===== config.mk =====
export PLATFORM = sky130hd
export DESIGN_NAME = ah_snoop_fifo_admit_arb
export DESIGN_NICKNAME = d
export VERILOG_FILES = /design/src/rtl/ah_snoop_fifo_admit_arb.sv
export SDC_FILE = /design/constraint.sdc
export NUM_CORES = 1
export LEC_CHECK = 0
export ABC_AREA = 1
export CELL_PAD_IN_SITES_DETAIL_PLACEMENT = 2
export CELL_PAD_IN_SITES_GLOBAL_PLACEMENT = 2
export CORE_MARGIN = 2
export CORE_UTILIZATION = 38
export CTS_BUF_LIST = sky130_fd_sc_hd__clkbuf_8
export DETAILED_ROUTE_END_ITERATION = 10
export DONT_BUFFER_PORTS = 1
export PLACE_DENSITY = 0.86
export SLEW_MARGIN = 20
export SYNTH_ARGS = -nofsm -noshare
export SYNTH_HDL_FRONTEND = slang
export SYNTH_SLANG_ARGS = --single-unit

===== constraint.sdc =====
create_clock -name clk -period 4.3 [get_ports clk]
set_input_delay 1.29 -clock clk [delete_from_list [all_inputs] [get_ports clk]]
set_output_delay 1.29 -clock clk [all_outputs]
set_load 0.03 [all_outputs]

===== src/rtl/ah_snoop_fifo_admit_arb.sv =====
// Round-robin admission arbiter for the snoopable FIFO write port.
// Each granted entry is snooped against the FIFO contents and dropped if already pending.
module ah_snoop_fifo_admit_arb #(
   parameter int unsigned DATA_W   = 10,
   parameter int unsigned NUM_REQ  = 4,
   parameter bit          DEDUP_EN = 1'b1,
   parameter int unsigned CNT_W    = 16
) (
   input  logic                      clk,
   input  logic                      rstn,
   input  logic [NUM_REQ-1:0]        req_valid,
   input  logic [NUM_REQ*DATA_W-1:0] req_data,
   output logic [NUM_REQ-1:0]        req_ready,
   output logic [NUM_REQ-1:0]        rsp_valid,
   output logic                      rsp_dup,
   output logic [DATA_W-1:0]         fifo_wdata,
   output logic                      fifo_wvalid,
   input  logic                      fifo_wready,
   output logic [DATA_W-1:0]         fifo_sdata,
   output logic                      fifo_svalid,
   input  logic                      fifo_smatch,
   output logic                      busy,
   output logic [CNT_W-1:0]          dup_cnt,
   output logic [CNT_W-1:0]          push_cnt
);

   localparam int unsigned PTR_W = (NUM_REQ > 1) ? $clog2(NUM_REQ) : 1;

   typedef enum logic [2:0] {IDLE, SNOOP, CHECK, PUSH, RESP} state_t;

   state_t             state_q, state_d;
   logic [PTR_W-1:0]   rr_ptr, grant_q, win_idx, cand, rr_next;
   logic               win_found;
   logic [DATA_W-1:0]  data_q;
   logic               dup_q;
   logic               accept;

   // First valid requester at or after rr_ptr, wrapping modulo NUM_REQ.
   always_comb begin
      win_found = 1'b0;
      win_idx   = '0;
      cand      = '0;
      for (int unsigned i = 0; i < NUM_REQ; i++) begin
         cand = PTR_W'((32'(rr_ptr) + i) % NUM_REQ);
         if (!win_found && req_valid[cand]) begin
            win_found = 1'b1;
            win_idx   = cand;
         end
      end
      rr_next = (32'(win_idx) == NUM_REQ - 1) ? '0 : win_idx + 1'b1;
   end

   always_comb begin
      state_d   = state_q;
      req_ready = '0;
      accept    = 1'b0;
      case (state_q)
         IDLE: begin
            if (win_found && rstn) begin
               req_ready[win_idx] = 1'b1;
               accept             = 1'b1;
               state_d            = DEDUP_EN ? SNOOP : PUSH;
            end
         end
         SNOOP:   state_d = CHECK;
         CHECK:   state_d = fifo_smatch ? RESP : PUSH;
         PUSH:    if (fifo_wready) state_d = RESP;
         RESP:    state_d = IDLE;
         default: state_d = IDLE;
      endcase
   end

   always_comb begin
      busy        = (state_q != IDLE);
      fifo_svalid = (state_q == SNOOP);
      fifo_sdata  = fifo_svalid ? data_q : '0;
      fifo_wvalid = (state_q == PUSH);
      fifo_wdata  = fifo_wvalid ? data_q : '0;
      rsp_valid   = (state_q == RESP) ? (NUM_REQ'(1) << grant_q) : '0;
      rsp_dup     = (state_q == RESP) && dup_q;
   end

   always_ff @(posedge clk or negedge rstn) begin
      if (!rstn) begin
         state_q  <= IDLE;
         rr_ptr   <= '0;
         grant_q  <= '0;
         data_q   <= '0;
         dup_q    <= 1'b0;
         dup_cnt  <= '0;
         push_cnt <= '0;
      end else begin
         state_q <= state_d;
         if (accept) begin
            data_q  <= req_data[win_idx*DATA_W +: DATA_W];
            grant_q <= win_idx;
            rr_ptr  <= rr_next;
         end
         if (state_q == CHECK && fifo_smatch) begin
            dup_q <= 1'b1;
            if (dup_cnt != '1) dup_cnt <= dup_cnt + 1'b1;
         end
         if (state_q == PUSH && fifo_wready && push_cnt != '1)
            push_cnt <= push_cnt + 1'b1;
         if (state_q == RESP)
            dup_q <= 1'b0;
      end
   end

endmodule


Word-level counts from Yosys, hierarchy flattened

Index checks and enable logic that the tools add are counted.

Add/subtract/negate cells: 6
Multiply operators: 1
Order comparisons: 6
Eq/ne operators: 9
Shift operators: 2
Multiplexer cells: 32
Reduce and logical (&&, ||, !) cells: 17

Operators with widths:

| kind                  | number |
|---|---|
| $shiftx 40x7->10      | 1 |
| $add 16x1->16 const B | 2 |
| $ne 16x16->1 const B  | 2 |
| $mux 10               | 2 |
| $lt 2x3->1 const B    | 5 |
| $mux 1                | 13 |
| $mux 4                | 3 |
| $pmux 3 s4            | 1 |
| $mux 2                | 5 |
| $logic_and 1x1->1     | 9 |
| $mux 3                | 3 |
| $bmux 1 s2            | 4 |
| $eq 3x2->1 const B    | 2 |
| $mul 2x3->5 const B   | 1 |
| $add 2x1->2 const B   | 2 |
| $add 2x2->2 const B   | 2 |
| $reduce_and 2->1      | 2 |
| $shl 1x2->4 const A   | 1 |
| $eq 3x1->1 const B    | 1 |
| $eq 3x3->1 const B    | 1 |
| $logic_not 1->1       | 3 |
| $logic_not 3->1       | 1 |
| $reduce_bool 3->1     | 1 |
| $demux 1 s2           | 1 |
| other kinds (5)       | 5 |

Bits in registers: 50
Input bits: 48
Output and inout bits: 64
Logic and storage cells: 80

Depth between registers and ports, before layout

Gate-level depths: netlist of the first run.

Depth in word-level cells: 18
Depth in mapped cells: 15
Depth with buffers taken out: 13

Least setup slack after synthesis of the first run

No wires, ideal clock.

Kind: input to output
Start: input port req_valid[3]
End: output port req_ready[3]
Arrival: 2687 ps
Required time: 3010 ps
Slack: 323 ps
Cell stages on the path: 11
Buffers on the path: 1
Cells stage by stage: inv_1 nand2_1 nand3_1 nand2_2 nor2_4 nand3_1 nand3_2 buf_4 ha_1 inv_1 nor2_1

Longest elaborated chain between the ends: 18

Ends and longest elaborated chain:

| element                                                        | RTL line | source |
|---|---|---|
| start, declared                                                | 11       | `input logic [NUM_REQ-1:0] req_valid,` |
| $bmux 1 s2                                                     | 45       | `if (!win_found && req_valid[cand]) begin` |
| $mux 1 (implied by the code)                                   | 45       |  |
| $mux 1                                                         | 45       |  |
| $logic_not 1->1                                                | 45       |  |
| $logic_and 1x1->1                                              | 45       |  |
| $mux 1                                                         | 45       |  |
| $logic_not 1->1                                                | 45       |  |
| $logic_and 1x1->1                                              | 45       |  |
| [... 2 more ...]                                               | -        |  |
| $logic_and 1x1->1                                              | 45       |  |
| $mux 2                                                         | 45       |  |
| $lt 2x3->1 (implied by the code) or $ge 2x1->1 (tied branches) | 60       | `req_ready[win_idx] = 1'b1;` |
| $logic_and 1x1->1 (implied by the code)                        | 60       |  |
| $mux 1 (implied by the code)                                   | 60       |  |
| $demux 1 s2                                                    | 60       |  |
| $mux 4 (*)                                                     | 59       | `if (win_found && rstn) begin` |
| $mux 4 (*)                                                     | 57       | `case (state_q)` |
| end, declared                                                  | 13       | `output logic [NUM_REQ-1:0] req_ready,` |

Mark *: on every way between the ends. The rest lies on a longest branch, timed or not. The select of a mux whose other input is x is not followed.

Final worst setup path of the first run

Ends and elaborated chain as after synthesis.

==> results of run 1 <==
## worst paths after layout
check / start / to / slack (ps) / depth (start not counted)
max in group asynchronous: rstn / data_q[9]$_DFFE_PN0P_ / 3530 / 0
setup reg to reg: dup_cnt[0]$_DFFE_PN0P_ / dup_cnt[11]$_DFFE_PN0P_ / 1980 / 9
setup / recovery: req_valid[3] / req_ready[3] / 250 / 13
min in group asynchronous: rstn / push_cnt[15]$_DFFE_PN0P_ / 670 / 0
hold / removal: data_q[3]$_DFFE_PN0P_ / data_q[3]$_DFFE_PN0P_ / 480 / 2
hold reg to reg: data_q[3]$_DFFE_PN0P_ / data_q[3]$_DFFE_PN0P_ / 480 / 2
## placed cells by master, fill, tap and decap left out, types with 2 or more instances in the layout
| cell type | Yosys | layout |
|---|---|---|
| sky130_fd_sc_hd__a21oi_1 | 4 | 4 |
| sky130_fd_sc_hd__buf_4 | 3 | 11 |
| sky130_fd_sc_hd__clkbuf_8 | 0 | 5 |
| sky130_fd_sc_hd__clkinv_2 | 0 | 2 |
| sky130_fd_sc_hd__dfrtp_1 | 50 | 50 |
| sky130_fd_sc_hd__ha_1 | 3 | 3 |
| sky130_fd_sc_hd__inv_1 | 46 | 46 |
| sky130_fd_sc_hd__inv_2 | 8 | 8 |
| sky130_fd_sc_hd__nand2_1 | 112 | 112 |
| sky130_fd_sc_hd__nand2_2 | 9 | 9 |
| sky130_fd_sc_hd__nand3_1 | 47 | 47 |
| sky130_fd_sc_hd__nand3_2 | 3 | 3 |
| sky130_fd_sc_hd__nand3_4 | 2 | 2 |
| sky130_fd_sc_hd__nand4_1 | 26 | 26 |
| sky130_fd_sc_hd__nor2_1 | 47 | 47 |
| sky130_fd_sc_hd__nor2_2 | 3 | 3 |
| sky130_fd_sc_hd__nor2_4 | 2 | 2 |
| sky130_fd_sc_hd__nor3_1 | 18 | 18 |
| sky130_fd_sc_hd__nor4_1 | 2 | 2 |
| sky130_fd_sc_hd__o21ai_0 | 8 | 8 |
| sky130_fd_sc_hd__xnor2_1 | 9 | 9 |
| sky130_fd_sc_hd__xor2_1 | 19 | 19 |
## synth_stat cells
master                     number
sky130_fd_sc_hd__a21oi_1        4
sky130_fd_sc_hd__and3_1         1
sky130_fd_sc_hd__buf_2          7
sky130_fd_sc_hd__buf_4          3
sky130_fd_sc_hd__buf_6          3
sky130_fd_sc_hd__clkbuf_1       3
sky130_fd_sc_hd__dfrtp_1       50
sky130_fd_sc_hd__ha_1           3
sky130_fd_sc_hd__inv_1         46
sky130_fd_sc_hd__inv_2          8
sky130_fd_sc_hd__inv_8          1
sky130_fd_sc_hd__nand2_1      112
sky130_fd_sc_hd__nand2_2        9
sky130_fd_sc_hd__nand3_1       47
sky130_fd_sc_hd__nand3_2        3
sky130_fd_sc_hd__nand3_4        2
sky130_fd_sc_hd__nand4_1       26
sky130_fd_sc_hd__nor2_1        47
sky130_fd_sc_hd__nor2_2         3
sky130_fd_sc_hd__nor2_4         2
sky130_fd_sc_hd__nor3_1        18
sky130_fd_sc_hd__nor4_1         2
sky130_fd_sc_hd__nor4_2         1
sky130_fd_sc_hd__o21ai_0        8
sky130_fd_sc_hd__o21ai_1        1
sky130_fd_sc_hd__o311ai_0       1
sky130_fd_sc_hd__xnor2_1        9
sky130_fd_sc_hd__xor2_1        19
## tightest hold or removal path, cell delays in order, from the launching register on
cell and delay, ps:
sky130_fd_sc_hd__dfrtp_1 350, sky130_fd_sc_hd__nand2_1 50, sky130_fd_sc_hd__nand2_1 50
## power groups by stage
stage / clock, W / combinational (W) / sequential (W)
final: 0.000330 / 0.00160 / 0.000806
after CTS: 0.000343 / 0.00163 / 0.000812
after global routing: 0.000354 / 0.00182 / 0.000831
after detailed placement: 0 / 0.00162 / 0.000821
after floorplan: 0 / 0.00133 / 0.000762
after global placement: 0 / 0.00154 / 0.000807
## cells by family after synthesis
logic type               synth area share [%]
AO/OA/AOI/OAI                           2.305
XOR/XNOR                                7.656
adder cells (fa/ha/maj)                 1.172
buffers and inverters                   9.883
flip-flops                              39.06
AND/OR/NAND/NOR                         39.92
## sequential cells by signal (all words and copies together), names as in the netlist
name	count
state_q	3
rr_ptr	2
data_q	10
grant_q	2
dup_q	1
dup_cnt	16
push_cnt	16
## stage by stage
step / cells / setup slack, ps / total power (W)
6_report: 547 / 248.8 / 0.002738
5_1_grt: 547 / 90.62 / 0.003007
4_1_cts: 547 / 237.7 / 0.002782
3_5_place_dp: 539 / 245.8 / 0.002436
3_3_place_gp: 539 / 380.8 / 0.002342
2_1_floorplan: 439 / 322.5 / 0.002097
## area by class of cell
cell class              instances  area (um^2)
clock buffers                   5        68.82
well taps                     105        131.4
fillers                       990         4752
clock inverters                 3        40.04
multi-input cells             318         1635
flip-flops and latches         50         1251
repair buffers                 11        82.58
inverters                      55        214.0
## metal layers
layer / global-route usage (%) / share of wire (%)
met1: 25.41 / 42
met2: 39.51 / 52
met3: 2.897 / 4.4
met4: 6.190 / 1.7
met5: 0 / 0
==> results.txt, run 1 <==
The combinational cell fraction of total power is 58.5%. Number of pins exceeding their max-slew limit in the final report: 0. The number of vias after detailed routing was 2945; the period utilization was 94.21%.

The cell count after synthesis came out at 439. A synthesized cell averages 7.296 um^2. The per-cell via count in the routed design works out to 5.384.

Across the run, the number of max-cap violations was 0. Once layout is done, the placed cells without fillers occupy 3423 um^2. Yosys attributes the largest share of cell area to sky130_fd_sc_hd__dfrtp_1 (39%), sky130_fd_sc_hd__nand2_1 (13%), sky130_fd_sc_hd__nand3_1 (7.3%).

The logs give 0 for the initial antenna violation count and 3212 for the number of global-route vias before repair. The worst setup path is of the in -> out kind. Internal power comes to 0.001241 W. TritonCTS built the clock tree. In this run, synthesis produced a sequential element count of 50. The most frequent cell on the critical path was sky130_fd_sc_hd__nand2_1. In the routed design, unresolved DRC markers number 0. In this run the count of I/O pins placed on the die edge is 112. The largest individual stage delay along the critical path comes from the cell sky130_fd_sc_hd__nand3_4. Dividing the detail-routed wire length by the instance count gives 17.37 um. Clock network fraction of total power: 12.1%. From left edge to right edge, the die measures 95.81 um. For this run, the number of Yosys warnings is 0. Clock skew on the completed layout was measured at 10.47 ps. The logs give 15.48 mm for the first-pass GRT wire length and 29.5% for the register share of total power. The root buffer cell chosen for the clock tree is sky130_fd_sc_hd__clkbuf_8.

The analysis attributes to cell leakage a power of 1.704 nW. The layout overhead on the synthesized area was 6.875%; the worst voltage drop across the vdd grid was 480.0 uV. Count of antenna-violating nets left after detailed routing: 0.

Final hold analysis gives a worst-case slack of 484.1 ps. The power per cell area came out at 799.8 nW/um^2. The tools report the critical path endpoint category as an output port.

The run gives 3203 um^2 as the post-synth design cell area. Counting distinct cell types in the post-synthesis netlist gives 28. Once layout is complete, the utilization of the core stands at 41.87%. Setup TNS: 0 ps.

Setup repair after global routing left no endpoint under its margin. In this run the tightest slew margin relative to its limit is 28.84%. Derived from the worst setup path, the maximum achievable clock frequency is 246.8 MHz. The area of the core region came out at 8175 um^2. The post-cts resize count came out at 0.

The largest incremental delay on the critical path works out to 220 ps. CTS sink count: 50. Global routing finished with a remaining overflow of 0. The die height was 95.81 um.

In this run the worst hold path is classified as reg -> reg. The register clock-pin slew on the reported worst setup and hold paths is 90 ps, and the effective utilization at floorplan is 39.18%. The number of hold buffers added after CTS was 0.

For this design the total switching power over the nets is 0.001497 W. The share of the Yosys chip area taken by registers is 39.06%. At the worst endpoint, the arrival time is 2760 ps. The switching power share of the total was 54.67%. 0 antenna diodes ended up in the layout.

During placement, the flow inserted port buffers numbering 0. The pre-antenna-repair detailed-routing pass consisted of 4 iterations. The HPWL after detailed placement is 7.481 mm. Along the worst path, the maximum fanout reaches 22.

The H-tree was split into 2 levels. The synthesized design spends more area on one cell type than any other, namely sky130_fd_sc_hd__dfrtp_1. The buffering stage count on the worst path with inverters included is 4.

Global routing used 21.29% of the available tracks across all layers. The floorplan step defined a die boundary enclosing 9180 um^2. Wires add up to 9.502 mm. The area after detailed placement was 3314 um^2; the final layout net count was 492.

Setup violations remaining at the end of the flow were counted as 0. Traced cell by cell, the critical path runs through inv_1 > nand2_1 > nand3_1 > nand2_1 > nand2_1 > nand2_1 > nand2_2 > nand3_4 > inv_2 > ha_1 > inv_1 > nor2_1 > buf_4. The number of CTS-inserted buffers was 5.

The tools report the buffer count from post-CTS setup fixing as 0. After floorplanning, the core was divided into 33 placement rows. The post-synthesis net count came out at 490.

In this run the biggest area consumer among cell types represents 39.06% of the synthesized area. Entering global routing, the biggest net connects 53 pins. The logs give 300 ps for the clock latency of the later-clocked register in the worst-skew pair and 3010 ps for the required time of the worst setup path.

The run finished with clean final reports. The worst path in the final design needs a cycle of 4051 ps, including I/O delays and setup. At the pin with the least slew margin, the transition time is 1059 ps. The final hold violation count was 0.

The kind of launch point of the worst setup path was an input port. The detailed router finished its first iteration with 42 violations. Grouping stages by cell kind, the critical path spends the most delay in simple AND/OR/NAND/NOR gates. The congestion estimate from routability-driven global placement came to 0.8309.

In the final layout, the share of cells above drive strength 1 is 10.86%. The longest clock path from root to sink contains 2 buffers.
Power figures use the tool's default switching activity.
==> run 2: changes to the inputs <==
ABC_AREA = default   (was 1)
CORE_UTILIZATION = 42   (was 38)
==> results.txt, run 2 <==
The run finished with clean final reports. Largest delay contributor family on the critical path: simple AND/OR/NAND/NOR gates (unchanged). The die extent in x is 86.27 um (was 95.81 um), and the share of flip-flops with an asynchronous set or reset after synthesis is 100.0% (unchanged). The run gives 112 (unchanged) as the I/O pin count. The most common library cell in the layout ignoring fill and taps is sky130_fd_sc_hd__dfrtp_1 (was sky130_fd_sc_hd__nand2_1).

The main flop type after synthesis was sky130_fd_sc_hd__dfrtp_1 (unchanged). Class of the worst hold path: reg -> reg (unchanged). The run gives 29.85% (was 28.84%) as the relative max-transition margin. The final layout net count came out at 327 (was 492). The average footprint of a synthesized cell is 10.37 um^2 (was 7.296 um^2).

The number of global-route vias before repair is 2306 (was 3212). Utilization after layout: 46.76% (was 41.87%). The power per cell area was 614.4 nW/um^2 (was 799.8 nW/um^2); the global-route usage over all layers was 20.74% (was 21.29%).

The largest incremental delay on the critical path came out at 320 ps (was 220 ps). The H-tree depth was 2 (unchanged); the area of the core region was 6459 um^2 (was 8175 um^2). Root buffer cell: sky130_fd_sc_hd__clkbuf_8 (unchanged). The register clock-pin slew on the reported worst setup and hold paths was 90 ps (about the same). The number of detailed-routing iterations run before antenna repair is 4 (unchanged).

Biggest area consumer among synthesized cells: sky130_fd_sc_hd__dfrtp_1 (unchanged). The setup TNS is 0 ps (unchanged). Leading cell types in the layout, fill and taps excluded: sky130_fd_sc_hd__dfrtp_1 (50), sky130_fd_sc_hd__nand2_1 (31), sky130_fd_sc_hd__mux2i_1 (21) (was sky130_fd_sc_hd__nand2_1 (112), sky130_fd_sc_hd__dfrtp_1 (50), sky130_fd_sc_hd__nand3_1 (47), sky130_fd_sc_hd__nor2_1 (47), sky130_fd_sc_hd__inv_1 (46)). The count of antenna-violating nets left after detailed routing was 0 (unchanged). Number of buffers on the longest clock path: 2 (unchanged). The die height was 86.27 um (was 95.81 um); the post-synthesis net count was 325 (was 490). The logs give 683 (was 990) for the total of fill cells in the finished design and 0 (unchanged) for the buffer count from post-CTS setup fixing. Transition time at the pin with the least slew margin: 1044 ps (was 1059 ps). The die footprint was 7443 um^2 (was 9180 um^2). Most numerous cell in the Yosys netlist: sky130_fd_sc_hd__dfrtp_1 (was sky130_fd_sc_hd__nand2_1). The logs give 2116 (was 2945) for the number of vias after detailed routing and 264.6 MHz (was 246.8 MHz) for the maximum clock rate. Path type of the worst setup path: in -> out (unchanged).

Top cells by area in the synthesized netlist: sky130_fd_sc_hd__dfrtp_1 (44%), sky130_fd_sc_hd__mux2i_1 (7.4%), sky130_fd_sc_hd__xnor2_1 (5.9%) (was sky130_fd_sc_hd__dfrtp_1 (39%), sky130_fd_sc_hd__nand2_1 (13%), sky130_fd_sc_hd__nand3_1 (7.3%)). For the number of pins exceeding their max-slew limit in the final report, the log shows 0 (unchanged). The logs give 0 (unchanged) for the post-cts resize count and 0 (unchanged) for the remaining routing DRC violations. The minimum clock period came out at 3779 ps (was 4051 ps).

The critical path endpoint category was an output port (unchanged). The per-cell via count in the routed design was 5.977 (was 5.384); the standby leakage power was 1.391 nW (was 1.704 nW). The required time of the worst setup path was 3010 ps (about the same). The proportion of netlist area held by the largest area contributor came out at 44.01% (was 39.06%). Top post-synthesis cells by count: sky130_fd_sc_hd__dfrtp_1 (50), sky130_fd_sc_hd__nand2_1 (31), sky130_fd_sc_hd__mux2i_1 (21), sky130_fd_sc_hd__and2_1 (20), sky130_fd_sc_hd__xnor2_1 (19) (was sky130_fd_sc_hd__nand2_1 (112), sky130_fd_sc_hd__dfrtp_1 (50), sky130_fd_sc_hd__nand3_1 (47), sky130_fd_sc_hd__nor2_1 (47), sky130_fd_sc_hd__inv_1 (46)).

Sequence of cells on the critical path: a21oi_1 > or3_1 > o211ai_1 > inv_1 > nor3b_1 > buf_4 (was inv_1 > nand2_1 > nand3_1 > nand2_1 > nand2_1 > nand2_1 > nand2_2 > nand3_4 > inv_2 > ha_1 > inv_1 > nor2_1 > buf_4). The tools report the largest net degree at the start of global routing as 52 (was 53). The post-detailed-route wirelength per cell is 20.76 um (was 17.37 um). Setup repair after global routing left no endpoint under its margin.

Largest registers in the final layout: dup_cnt x16, push_cnt x16, data_q x10 (unchanged). For the post-synth design cell area, the log shows 2843 um^2 (was 3203 um^2). The first-pass GRT wire length is 11.90 mm (was 15.48 mm), and the number of hold buffers added after cts is 0 (unchanged).

The clock latency of the later-clocked register in the worst-skew pair came out at 310 ps (was 300 ps). The run gives 8.824 ps (was 10.47 ps) as the final setup skew. The post-synthesis cell count was 274 (was 439).

The period utilization is 87.88% (was 94.21%), and the worst-path maximum fanout is 4 (was 22). The fraction of the yosys area taken by sequential cells is 44.01% (was 39.06%). The total length of routed wires is 7.350 mm (was 9.502 mm), and the smallest setup slack after layout is 521.3 ps (was 248.8 ps). The initial antenna violation count came out at 0 (unchanged). The tools report the number of maximum-capacitance violations as 0 (unchanged).

Count of standard-cell rows: 29 (was 33). The layout overhead on the synthesized area is 6.250% (was 6.875%), and the global placement routability congestion is 0.7325 (was 0.8309). The worst voltage drop across the vdd grid is 280.3 uV (was 480.0 uV), and the Yosys warning count is 0 (unchanged). The final hold violation count is 0 (unchanged), and the count of input and output buffers is 0 (unchanged). The number of distinct standard cells referenced by the synthesized netlist was 41 (was 28); the number of synthesized register bits was 50 (unchanged). Effective utilization at floorplan: 44.01% (was 39.18%). Buffering stage count on the worst path with inverters included: 2 (was 4). The kind of launch point of the worst setup path was an input port (unchanged). The number of flops mapped to enable cells by yosys works out to 0 (unchanged).

The count of final setup violators was 0 (unchanged); the pre-CTS setup slack was 508.5 ps (was 245.8 ps). The logs give 5.610 mm (was 7.481 mm) for the half-perimeter wire length after placement and 2490 ps (was 2760 ps) for the data arrival time of the critical path. The run gives 5 (unchanged) as the number of CTS-inserted buffers. Standard cell with the maximum stage delay on the critical path: sky130_fd_sc_hd__or3_1 (was sky130_fd_sc_hd__nand3_4). TritonCTS built the clock tree.

For the number of violations reported at the end of detailed-routing iteration 0, the log shows 70 (was 42). The number of antenna diodes was 0 (unchanged); the fraction of layout cells with a size suffix above 1 was 11.55% (was 10.86%). The run gives 50 (unchanged) as the CTS sink count. The residual overflow from global routing came out at 0 (unchanged).
-- run 2: path summary, 6_finish.rpt --
check / from / end / slack [ps] / cells past startpoint
setup / recovery: req_valid[0] / req_ready[1] / 520 / 6
hold / removal: data_q[5]$_DFFE_PN0P_ / data_q[5]$_DFFE_PN0P_ / 520 / 2
setup reg to reg: state_q[2]$_DFFE_PN0P_ / push_cnt[12]$_DFFE_PN0P_ / 1770 / 5
hold reg to reg: data_q[5]$_DFFE_PN0P_ / data_q[5]$_DFFE_PN0P_ / 520 / 2
max in group asynchronous: rstn / dup_cnt[12]$_DFFE_PN0P_ / 3540 / 0
min in group asynchronous: rstn / push_cnt[12]$_DFFE_PN0P_ / 660 / 0
-- run 2: metal layers --
| layer | share of wire, % | track usage [%] | vias to the layer above |
|---|---|---|---|
| li1 | - | - | 959 |
| met3 | 7.7 | 6.952 | 7 |
| met1 | 38 | 22.07 | 1069 |
| met2 | 53 | 38.97 | 81 |
| met5 | 0 | 0 | - |
| met4 | 1.2 | 5.682 | 0 |
-- run 2: area by class of cell --
| cell class | count | area, um^2 | area share [%] |
|---|---|---|---|
| Sequential cell | 50 | 1251 | 41.42 |
| Inverter | 11 | 41.29 | 1.367 |
| Timing Repair Buffer | 7 | 52.55 | 1.740 |
| Tap cell | 77 | 96.34 | 3.190 |
| Clock inverter | 3 | 41.29 | 1.367 |
| Multi-Input combinational cell | 201 | 1469 | 48.63 |
| Clock buffer | 5 | 68.82 | 2.278 |
-- run 2: logic make-up after synthesis --
family | Yosys count | share of synthesized area (%)
compound gates | 27 | 10.34
xor+xnor | 30 | 9.243
fa+ha+maj | 3 | 1.321
buf+inv | 23 | 4.489
flops | 50 | 44.01
mux | 25 | 8.979
simple gates | 116 | 21.61
-- run 2: power by group --
part           internal [W]  leakage [nW]  switching [W]
Combinational      0.000268         0.691       0.000457
Clock              0.000171        0.0556       0.000159
Sequential         0.000586         0.645       0.000214
Total               0.00103          1.39       0.000830
-- run 2: worst min-delay path, cell delays in order (launching register included) --
cell and delay [ps]:
sky130_fd_sc_hd__dfrtp_1 370, sky130_fd_sc_hd__nand2_1 70, sky130_fd_sc_hd__o221ai_2 50
-- run 2: through the flow --
stage,cells,hold WS (ps),area [um^2],power (W)
2_1_floorplan,274,463.2,2843,0.001404
3_3_place_gp,346,490.4,2910,0.001501
3_5_place_dp,346,499.0,2910,0.001549
4_1_cts,354,519.8,3020,0.001888
5_1_grt,354,554.3,3020,0.001981
6_report,354,517.9,3020,0.001856
==> run 3: changes to the inputs <==
CORE_ASPECT_RATIO = 0.5   (was default)
SLEW_MARGIN = default   (was 20)
==> results.txt, run 3 (synthesized netlist as in run 2, its figures left out) <==
The run finished with clean final reports. The worst-path maximum fanout was 4 (unchanged); the number of global-route vias before repair was 2327 (was 2306). The run gives 52 (unchanged) as the largest net degree at the start of global routing. Post-cts resize count: 0 (unchanged). The logs give 6621 um^2 (was 6459 um^2) for the area of the core region and 361 (was 346) for the placed cell count. The tools report the number of pins exceeding their max-slew limit in the final report as 0 (unchanged). The count of antenna-violating nets left after detailed routing is 0 (unchanged), and the number of detailed-routing iterations run before antenna repair is 4 (unchanged). The worst voltage drop across the vdd grid came out at 192.3 uV (was 280.3 uV). TritonCTS built the clock tree. The effective utilization at floorplan is 42.93% (was 44.01%). Post-detailed-route wirelength per cell: 20.13 um (was 20.76 um). For the I/O pin count, the log shows 112 (unchanged). The tools report the number of CTS-inserted buffers as 5 (unchanged).

The run gives 310 ps (about the same) as the clock latency of the later-clocked register in the worst-skew pair. Transition time at the pin with the least slew margin: 930.9 ps (was 1044 ps). The die footprint is 7482 um^2 (was 7443 um^2), and the count of final setup violators is 0 (unchanged). The tools report the number of antenna diodes as 0 (unchanged). The number of maximum-capacitance violations is 0 (unchanged), and the data arrival time of the critical path is 2470 ps (was 2490 ps).

The utilization after layout is 45.86% (was 46.76%). The register clock-pin slew on the reported worst setup and hold paths was 90 ps (about the same). The count of input and output buffers came out at 0 (unchanged). The final hold violation count is 0 (unchanged). For the global-route usage over all layers, the log shows 20.85% (was 20.74%).

Largest registers in the final layout: dup_cnt x16, push_cnt x16, data_q x10 (unchanged). The H-tree depth came out at 2 (unchanged). The initial antenna violation count is 0 (unchanged), and the final setup skew is 6.697 ps (was 8.824 ps). The remaining routing DRC violations is 0 (unchanged), and the pre-CTS setup slack is 521.2 ps (was 508.5 ps).

The root buffer cell was sky130_fd_sc_hd__clkbuf_8 (unchanged). The path type of the worst setup path was in -> out (unchanged). The die height was 62.18 um (was 86.27 um); the footprint of the multi-input gates was 1469 um^2 (unchanged). Count of standard-cell rows: 21 (was 29). The period utilization was 87.49% (was 87.88%). The first-pass GRT wire length was 12.28 mm (was 11.90 mm); the number of violations reported at the end of detailed-routing iteration 0 was 38 (was 70).

The buffer count from post-CTS setup fixing is 0 (unchanged), and the residual overflow from global routing is 0 (unchanged). The relative max-transition margin was 37.47% (was 29.85%). The maximum clock rate was 265.8 MHz (was 264.6 MHz); the CTS sink count was 50 (unchanged). The half-perimeter wire length after placement came out at 5.645 mm (was 5.610 mm). Kind of launch point of the worst setup path: an input port (unchanged).

The sequential cell area is 1251 um^2 (unchanged), and the layout overhead on the synthesized area is 6.822% (was 6.250%). Class of the worst hold path: reg -> reg (unchanged). Power per cell area: 614.0 nW/um^2 (was 614.4 nW/um^2).

Leading cell types in the layout, fill and taps excluded: sky130_fd_sc_hd__dfrtp_1 (50), sky130_fd_sc_hd__nand2_1 (31), sky130_fd_sc_hd__mux2i_1 (21) (unchanged). The required time of the worst setup path came out at 3010 ps (about the same). The per-cell via count in the routed design came out at 5.747 (was 5.977).

The minimum clock period works out to 3762 ps (was 3779 ps). Most common library cell in the layout ignoring fill and taps: sky130_fd_sc_hd__dfrtp_1 (unchanged). The number of hold buffers added after cts came out at 0 (unchanged).

The number of vias after detailed routing was 2115 (was 2116). The smallest setup slack after layout came out at 538.0 ps (was 521.3 ps). The number of buffers on the longest clock path is 2 (unchanged).

The die extent in x was 120.3 um (was 86.27 um). The logs give 327 (unchanged) for the final layout net count and 1.390 nW (was 1.391 nW) for the standby leakage power. The tools report the setup TNS as 0 ps (unchanged). The critical path endpoint category is an output port (unchanged). The fraction of layout cells with a size suffix above 1 works out to 11.59% (was 11.55%). The tools report the total of fill cells in the finished design as 700 (was 683).

Setup repair after global routing left no endpoint under its margin. The number of cells in the finished layout apart from fillers came out at 368 (was 354). The global placement routability congestion came out at 0.7584 (was 0.7325). The total length of routed wires came out at 7.407 mm (was 7.350 mm).
-- run 3: worst paths after layout --
kind / endpoint / from / slack, ps / depth (start not counted)
setup reg to reg: push_cnt[12]$_DFFE_PN0P_ / state_q[2]$_DFFE_PN0P_ / 1810 / 5
hold reg to reg: data_q[2]$_DFFE_PN0P_ / data_q[2]$_DFFE_PN0P_ / 520 / 2
hold / removal: data_q[2]$_DFFE_PN0P_ / data_q[2]$_DFFE_PN0P_ / 520 / 2
setup / recovery: req_ready[3] / req_valid[0] / 540 / 8
min in group asynchronous: dup_cnt[9]$_DFFE_PN0P_ / rstn / 660 / 0
max in group asynchronous: rr_ptr[1]$_DFFE_PN0P_ / rstn / 3530 / 0
-- run 3: routing by layer --
metal  vias up  global-route usage (%)  wire (um)
li1        956                       -          -
met1      1071                   25.01       2979
met2        82                   37.78       3843
met3         6                   5.882        517
met4         0                   3.924         67
met5         -                       0          0
-- run 3: critical path, stage by stage --
cell and delay [ps]:
sky130_fd_sc_hd__a21oi_1 50, sky130_fd_sc_hd__or3_1 320, sky130_fd_sc_hd__o211ai_1 210, sky130_fd_sc_hd__inv_1 140, sky130_fd_sc_hd__ha_1 200, sky130_fd_sc_hd__inv_1 50, sky130_fd_sc_hd__nor2_1 40, sky130_fd_sc_hd__buf_4 170
-- run 3: area by class of cell --
| type | count | area share (%) |
|---|---|---|
| Clock buffer | 5 | 2.266 |
| Clock inverter | 2 | 1.277 |
| Inverter | 11 | 1.360 |
| Multi-Input combinational cell | 201 | 48.37 |
| Sequential cell | 50 | 41.20 |
| Tap cell | 92 | 3.791 |
| Timing Repair Buffer | 7 | 1.731 |
-- run 3: stage by stage --
stage	hold slack (ps)	instance area, um^2	total power, W
floorplan	463.2	2843	0.001404
global placement	482.3	2929	0.001493
detailed placement	498.0	2929	0.001553
CTS	527.4	3037	0.001894
global route	560.2	3037	0.002002
finish	524.8	3037	0.001864
-- run 3: power by group --
part           internal (W)  switching (W)  total [W]
logic              0.000270       0.000457   0.000726
clock network      0.000171       0.000162   0.000334
registers          0.000586       0.000218   0.000804
total               0.00103       0.000837    0.00186
